File: config.mk
export PLATFORM = sky130hd
export DESIGN_NAME = apb_i2c_regif
export DESIGN_NICKNAME = d
export VERILOG_FILES = /design/src/rtl/apb_i2c_regif.sv
export SDC_FILE = /design/constraint.sdc
export NUM_CORES = 1
export LEC_CHECK = 0
export CAP_MARGIN = 0
export CELL_PAD_IN_SITES_DETAIL_PLACEMENT = 2
export CELL_PAD_IN_SITES_GLOBAL_PLACEMENT = 2
export CORE_MARGIN = 2
export CORE_UTILIZATION = 40
export DETAILED_ROUTE_END_ITERATION = 12
export HOLD_SLACK_MARGIN = 0.08
export PLACE_DENSITY = 0.9
export SKIP_CTS_REPAIR_TIMING = 1
export SLEW_MARGIN = 20
export SYNTH_ARGS = -nofsm -noshare
export SYNTH_HDL_FRONTEND = slang
export SYNTH_SLANG_ARGS = --single-unit
File: constraint.sdc
create_clock -name pclk -period 4.57 [get_ports pclk]
set_input_delay 1.371 -clock pclk [delete_from_list [all_inputs] [get_ports pclk]]
set_output_delay 1.371 -clock pclk [all_outputs]
set_load 0.01 [all_outputs]
File: src/rtl/apb_i2c_regif.sv
// APB register file, TX/RX FIFOs and masked interrupt for the I2C core.
// Optional pslverr reporting: define APB_I2C_REGIF_PSLVERR_EN.
module apb_i2c_regif #(
  parameter int DATA_W    = 8,
  parameter int TX_DEPTH  = 8,
  parameter int RX_DEPTH  = 8,
  parameter int TX_THRESH = 2,
  parameter int RX_THRESH = 6
) (
  input  logic              pclk,
  input  logic              n_rst,
  input  logic              psel,
  input  logic              penable,
  input  logic              pwrite,
  input  logic [31:0]       paddr,
  input  logic [31:0]       pwdata,
  output logic [31:0]       prdata,
  output logic              pready,
  output logic              pslverr,
  input  logic              tx_rd_en,
  output logic [DATA_W-1:0] tx_data,
  output logic              tx_empty,
  input  logic              rx_wr_en,
  input  logic [DATA_W-1:0] rx_data,
  output logic              rx_full,
  input  logic [5:0]        i2c_status,
  output logic [10:0]       control,
  output logic [9:0]        address,
  output logic [31:0]       clk_div,
  output logic              i2c_interrupt
);
  localparam int TPW = $clog2(TX_DEPTH);
  localparam int RPW = $clog2(RX_DEPTH);
  localparam int TCW = $clog2(TX_DEPTH + 1);
  localparam int RCW = $clog2(RX_DEPTH + 1);

  logic              acc, wr, rd;
  logic [2:0]        sel;
  logic [DATA_W-1:0] tx_mem [TX_DEPTH];
  logic [DATA_W-1:0] rx_mem [RX_DEPTH];
  logic [TPW-1:0]    tx_wp, tx_rp;
  logic [RPW-1:0]    rx_wp, rx_rp;
  logic [TCW-1:0]    tx_cnt;
  logic [RCW-1:0]    rx_cnt;
  logic              tx_full, rx_empty;
  logic              tx_push, tx_pop, rx_push, rx_pop;
  logic              tx_push_req, rx_pop_req, tx_flush;
  logic [12:6]       sticky, set_ev, clr;
  logic [12:0]       status;
  logic [12:0]       irq_en;
  logic [DATA_W-1:0] rx_head;
  logic              unused;

  assign acc = psel & penable;
  assign wr  = acc & pwrite;
  assign rd  = acc & ~pwrite;
  assign sel = paddr[4:2];
  assign pready = 1'b1;
  assign unused = ^{paddr[31:5], paddr[1:0]};

  assign tx_empty = (tx_cnt == '0);
  assign tx_full  = (tx_cnt == TCW'(TX_DEPTH));
  assign rx_empty = (rx_cnt == '0);
  assign rx_full  = (rx_cnt == RCW'(RX_DEPTH));

  assign tx_flush    = i2c_status[0] | i2c_status[3];
  assign tx_push_req = wr & (sel == 3'd5);
  assign rx_pop_req  = rd & (sel == 3'd6);
  assign tx_pop  = tx_rd_en & ~tx_empty;
  assign tx_push = tx_push_req & (~tx_full | tx_pop) & ~tx_flush;
  assign rx_pop  = rx_pop_req & ~rx_empty;
  assign rx_push = rx_wr_en & (~rx_full | rx_pop);

  assign tx_data = tx_empty ? '0 : tx_mem[tx_rp];
  assign rx_head = rx_empty ? '0 : rx_mem[rx_rp];

  assign set_ev = {i2c_status[4:1],
                   (tx_rd_en & tx_empty) | (rx_pop_req & rx_empty),
                   rx_wr_en & rx_full & ~rx_pop,
                   tx_push_req & tx_full & ~tx_pop};
  assign clr = (wr && sel == 3'd3) ? pwdata[12:6] : '0;

  assign status = {sticky,
                   rx_cnt >= RCW'(RX_THRESH),
                   tx_cnt <= TCW'(TX_THRESH),
                   rx_full, rx_empty, tx_full, tx_empty};

  always_ff @(posedge pclk) begin
    if (tx_push) tx_mem[tx_wp] <= pwdata[DATA_W-1:0];
    if (rx_push) rx_mem[rx_wp] <= rx_data;
  end

  always_ff @(posedge pclk or negedge n_rst) begin
    if (!n_rst) begin
      tx_wp  <= '0;
      tx_rp  <= '0;
      tx_cnt <= '0;
    end else if (tx_flush) begin
      tx_wp  <= '0;
      tx_rp  <= '0;
      tx_cnt <= '0;
    end else begin
      if (tx_push)
        tx_wp <= (tx_wp == TPW'(TX_DEPTH - 1)) ? '0 : tx_wp + TPW'(1);
      if (tx_pop)
        tx_rp <= (tx_rp == TPW'(TX_DEPTH - 1)) ? '0 : tx_rp + TPW'(1);
      tx_cnt <= tx_cnt + TCW'(tx_push) - TCW'(tx_pop);
    end
  end

  always_ff @(posedge pclk or negedge n_rst) begin
    if (!n_rst) begin
      rx_wp  <= '0;
      rx_rp  <= '0;
      rx_cnt <= '0;
    end else begin
      if (rx_push)
        rx_wp <= (rx_wp == RPW'(RX_DEPTH - 1)) ? '0 : rx_wp + RPW'(1);
      if (rx_pop)
        rx_rp <= (rx_rp == RPW'(RX_DEPTH - 1)) ? '0 : rx_rp + RPW'(1);
      rx_cnt <= rx_cnt + RCW'(rx_push) - RCW'(rx_pop);
    end
  end

  // Core-driven clear of CTRL has priority over a bus write.
  always_ff @(posedge pclk or negedge n_rst) begin
    if (!n_rst) begin
      control       <= '0;
      address       <= '0;
      clk_div       <= '0;
      irq_en        <= '0;
      sticky        <= '0;
      i2c_interrupt <= 1'b0;
    end else begin
      if (i2c_status[5])
        control <= '0;
      else if (wr && sel == 3'd0)
        control <= pwdata[10:0];
      if (wr && sel == 3'd1) address <= pwdata[9:0];
      if (wr && sel == 3'd2) clk_div <= pwdata;
      if (wr && sel == 3'd4) irq_en  <= pwdata[12:0];
      sticky        <= (sticky & ~clr) | set_ev;
      i2c_interrupt <= |(status & irq_en);
    end
  end

  always_comb begin
    prdata = '0;
    case (sel)
      3'd0:    prdata = 32'(control);
      3'd1:    prdata = 32'(address);
      3'd2:    prdata = clk_div;
      3'd3:    prdata = 32'(status);
      3'd4:    prdata = 32'(irq_en);
      3'd6:    prdata = 32'(rx_head);
      3'd7:    prdata = {16'(rx_cnt), 16'(tx_cnt)};
      default: prdata = '0;
    endcase
  end

`ifdef APB_I2C_REGIF_PSLVERR_EN
  assign pslverr = acc & (
    (pwrite & ((sel == 3'd3 && (|pwdata[31:13] || |pwdata[5:0])) ||
               sel == 3'd6 || sel == 3'd7 ||
               (sel == 3'd5 && tx_full))) |
    (~pwrite & (sel == 3'd5 || (sel == 3'd6 && rx_empty))));
`else
  assign pslverr = 1'b0;
`endif

endmodule

After elaboration in Yosys (flattened, before gate mapping)
Memory sizes are Yosys's and may differ from the RTL's.
Cells that the tools add are included.
- bitwise gates (word level): 32
- reduce and logical (&&, ||, !) cells: 12
- $add $sub $neg: 8
- magnitude comparators: 2
- multiplexer cells: 19
- equal/unequal tests: 13
- operators with widths (kind ; number):
    32-bit one-hot mux with 7 select lines ; 1
    3-bit equality test, second input constant ; 8
    3-bit two-way mux ; 8
    11-bit two-way mux ; 2
    1-bit AND ; 16
    8-bit two-way mux ; 2
    13-bit AND ; 1
    13-bit OR reduction ; 1
    3-bit by 1-bit adder with 3-bit output, second input constant ; 4
    4-bit by 1-bit adder with 4-bit output ; 2
    4-bit equality test, second input constant ; 2
    4-bit logical NOT ; 2
    1-bit NOT ; 8
    4-bit by 1-bit subtractor with 4-bit output ; 2
    7-bit AND ; 1
    7-bit two-way mux ; 1
    7-bit NOT ; 1
    7-bit bitwise OR ; 1
    3-bit by 2-bit equality test with 1-bit output, second input constant ; 2
    2-bit nonzero test ; 3
    1-bit logical AND ; 5
    4-bit by 3-bit >= comparator with 1-bit output, second input constant ; 1
    4-bit by 2-bit <= comparator with 1-bit output, second input constant ; 1
    1-bit two-way mux ; 4
    other kinds (4) ; 7
- memories kept: 2
- memory bits (writable): 128
- register bits: 94
- input port bits: 85
- output and inout port bits: 98
- memory list (memory ; depth ; width ; rd ports ; clocked after memory_dff ; write ports ; line ; text):
    rx_mem ; 8 ; 8 ; 1 ; 0 ; 1 ; 40 ; logic [DATA_W-1:0] rx_mem [RX_DEPTH];
    tx_mem ; 8 ; 8 ; 1 ; 0 ; 1 ; 39 ; logic [DATA_W-1:0] tx_mem [TX_DEPTH];

Depth between registers and ports, before layout
- depth in word-level cells: 9
- mapped depth: 12

Worst setup path after synthesis
Ideal clock, no wire load.
- path type: input -> output
- start point: in paddr[2]
- end point: out prdata[6]
- stages on the path: 5
- arrival: 2.521 ns
- path slack: 0.678 ns
- cell sequence: buf_2 -> nand3b_4 -> nor3b_1 -> a22oi_1 -> o211ai_1
- longest elaborated chain between the ends: 2
- elaborated cells between the ends (all ways): 8
- classes of those cells: 6 x eq/ne; 1 x mux; 1 x reduce/logical
- ends and longest elaborated chain (element ; line ; text):
    start: declaration ; 15 ; input logic [31:0] paddr,
    3-bit equality test (tied with other cells) ; 149 ; case (sel)
    32-bit one-hot mux with 7 select lines * ; 149 ;
    end: declaration ; 17 ; output logic [31:0] prdata,
Mark *: on every way between the ends. The rest lies on a longest branch, timed or not.

Worst setup path in the final report
- start point: in paddr[3]
- end point: out prdata[2]
The elaborated chain is that of the path after synthesis.

==> impl_metrics.csv <==
group,metric,value,unit
power_and_ir_drop,clock_power_share,34.2,%
logic_synthesis,ys_warn_count,0,
die,fp.dieArea,0.0259,mm^2
logic_synthesis,synthXorXnorAreaFrac,0.355,%
setup_path,path_class,"in2out",
global_route,grt_pass1_vias,7761,
placed_design,pre_cts_ws,-506,ps
global_route,grt_pass1_wl,53600,um
outcome,violations,"negative setup slack",
logic_synthesis,synth_top_family_by_area,"multiplexers",
clock_tree,clk_latency,530,ps
detailed_routing,postRouteWirelength,37300,um
finish,drive_above_1_share,23.1,%
timing,layout_min_cycle_time,4610,ps
setup_path,critical_path_required,3200,ps
global_route,antenna_found_initial,1,
flow_run,cap_violations,0,
logic_synthesis,ys_ff_latch,222,
logic_synthesis,yosys.area_share.simple,7.93,%
logic_synthesis,syn-cell-area,0.00986,mm^2
timing,fin_ws,-35.1,ps
timing,holdWs,534,ps
logic_synthesis,synthArstFlopShare,42.3,%
die,ios,183,
detailed_routing,m1WireLength,14100,um
timing,fmax,217,MHz
logic_synthesis,synthesis.nets,742,
power_and_ir_drop,power_density,501,mW/mm^2
logic_synthesis,synth-edff-count,128,
timing,slew_headroom,30.2,%
min_path,hold-path-cell-count,1,
logic_synthesis,syn_inst,634,
detailed_routing,routed_via_density,5.75,
setup_path,critical_path.top_delay_family,"buffers and inverters",
detailed_routing,wire_per_inst,31.5,um
min_path,min_path_type,"reg2reg",
setup_path,cp_cell_sequence,"clkdlybuf4s50_1, buf_12, buf_12, and2_4, buf_4, a21oi_1, o211ai_1, buf_4",
power_and_ir_drop,p_total,6.60,mW
die,dieWidth,161,um
setup_path,cp.depth,8,
die,dieHeight,161,um
clock_tree,cts_tree,"yes",
timing,skew,27.1,ps
clock_tree,htree_levels,1,
outcome,status,"finished, violations left",
clock_tree,cts_sinks,222,
placed_design,dp_hpwl,24200,um
power_and_ir_drop,p_leak,5.47,nW
detailed_routing,ant_nets,0,
setup_path,crit_slowest_cell,"clkdlybuf4s50_1",
finish,layoutNonFillerInstCount,1184,
setup_path,cpPeakStageDelay,470,ps
timing,setup_tns,-48.3,ps
logic_synthesis,ys_seq_area_share,62.8,%
finish,area_growth_syn_to_layout,33.7,%
power_and_ir_drop,combPwrFrac,25.3,%
finish,final_area,0.0132,mm^2
detailed_routing,drtIter0Drc,475,
placed_design,gp_congestion,0.845,
clock_tree,clock_path_buffers,3,
logic_synthesis,synthMuxAreaShare,17.4,%
clock_tree,cts_buffers,25,
setup_path,cp_num_buf_inv,5,
setup_path,reg2regPathDepth,12,
setup_path,startpoint_type,"input port",
timing,tightest_slew,1050,ps
setup_path,cp-end-kind,"primary output",
logic_synthesis,synth_ff_type,"edfxtp_1",
detailed_routing,wl_met3,2480,um
setup_path,path_max_fanout,10,
global_route,grt_max_degree,74,
die,coreArea,0.0242,mm^2
detailed_routing,drcViolationCount,0,
clock_tree,clk_pin_slew,60,ps
finish,nNetsFinal,949,
detailed_routing,top_layer,"met4",
die,initial_core_util,40.7,%
timing,hold_viol,0,
power_and_ir_drop,p_switching,2.05,mW
power_and_ir_drop,switching_share,31.0,%
placed_design,portBuffers,151,
placed_design,dp.cells,1137,
detailed_routing,wl_met2,19400,um
logic_synthesis,ys_types,58,
die,rows,57,
power_and_ir_drop,peakVddDrop,0.365,mV
logic_synthesis,synth_adder_area_share,3.07,%
placed_design,placed_area,0.0121,mm^2
clock_tree,root_buffer,"clkbuf_16",
logic_synthesis,synth_compound_area_share,6.03,%
timing,drv_slew,0,
finish,final_core_util,54.4,%
power_and_ir_drop,internal-power,4.56,mW
timing,period_share,101,%
logic_synthesis,syn_avg_cell_area,15.6,um^2
setup_path,arrival,3230,ps
detailed_routing,vias,6811,
global_route,grtUsageTotal,27.8,%
global_route,grt-ovfl-total,0,
detailed_routing,drt-pass1-iter-count,7,
timing,finalSetupViolCount,2,
power_and_ir_drop,seqPwrFrac,40.5,%
-- metal layers --
layer	GRT usage [%]	vias to the layer above
li1	-	2835
met1	34.2	3551
met2	50.5	338
met3	4.98	87
met4	7.83	0
met5	0	-
-- layout make-up --
class | instances | area [um^2]
clock inverters | 9 | 160
inverters | 14 | 52.6
repair buffers | 214 | 2110
well taps | 324 | 405
flip-flops and latches | 222 | 6200
diodes | 1 | 2.50
fillers | 2163 | 11100
multi-input cells | 364 | 3510
clock buffers | 36 | 749
-- power groups by stage --
stage               clock network [mW]  registers (mW)  logic [mW]
floorplan                            0            2.55       0.835
global placement                     0            2.62        1.42
detailed placement                   0            2.67        1.57
CTS                               2.26            2.65        1.66
global route                      2.34            2.69        1.77
finish                            2.26            2.67        1.67
-- cells in the final DEF (no fill, tap or decap), drive strengths merged, types with 22 or more instances in the layout --
cell type and n:
dlymetal6s2s 29, clkdlybuf4s50 119, mux2 60, edfxtp 128, nor2 40, mux4 34
and2 22, nand2 26, mux2i 27, dfrtp 94, buf 65, clkbuf 37
-- kinds of logic (layout without fill, tap and decap cells) --
family                     Yosys count  count (layout)
and+or+nand+nor                    137             137
adders and majority gates           23              23
AOI/OAI and AO/OA                   77              77
xor gates and xnor gates             4               4
DFF                                222             222
buffers and inverters               48             273
muxes                              121             121
other                                2               3
-- worst paths after layout --
check / start / endpoint / slack, ps
min in group asynchronous: n_rst / clk_div[20]$_DFFE_PN0P_ / 1010
min: sticky[11]$_DFF_PN0_ / sticky[11]$_DFF_PN0_ / 530
max in group asynchronous: n_rst / tx_rp[0]$_DFFE_PN0P_ / 2580
min reg2reg: sticky[11]$_DFF_PN0_ / sticky[11]$_DFF_PN0_ / 530
max reg2reg: tx_cnt[2]$_DFF_PN0_ / tx_cnt[2]$_DFF_PN0_ / 1310
max: paddr[3] / prdata[2] / -40
-- worst register-to-register path, cell delays in order, from the launching register on --
cell and delay (ps):
dfrtp_1 440, inv_1 180, ha_1 260, nor3b_1 320, buf_4 280, nand2b_1 320, inv_1 100, ha_1 290
inv_1 50, ha_1 210, fa_1 390, xnor2_1 230, nor2_1 90
-- synth_stat cells (all sizes together) (2+ instances only) --
cell,n,share of area (%)
a21o,7,0.53
a21oi,10,0.51
a221o,4,0.41
a221oi,3,0.27
a22o,13,1.2
a22oi,15,1.1
a32o,2,0.20
and2,22,1.4
buf,25,1.4
clkbuf,9,0.34
conb,2,0.076
dfrtp,94,24
edfxtp,128,39
fa,2,0.41
ha,21,2.7
inv,14,0.53
mux2,60,6.9
mux2i,27,2.7
mux4,34,7.8
nand2,26,0.99
nand2b,5,0.32
nand3,6,0.36
nand3b,5,0.51
nor2,40,1.6
nor2b,8,0.51
nor3,8,0.52
nor3b,5,0.48
nor4,3,0.34
nor4b,3,0.46
o211ai,3,0.23
o21ai,9,0.46
o221ai,3,0.27
or2,2,0.13
or3,2,0.13
xnor2,2,0.18
xor2,2,0.18
-- flip-flops by register name, summed over array words and instances, names as in the netlist --
register / cells
rx_mem: 64
tx_mem: 64
clk_div: 32
irq_en: 13
control: 11
address: 10
sticky: 7
rx_cnt: 4
tx_cnt: 4
rx_rp: 3
rx_wp: 3
tx_rp: 3
tx_wp: 3
i2c_interrupt: 1
Power figures use the tool's default switching activity.
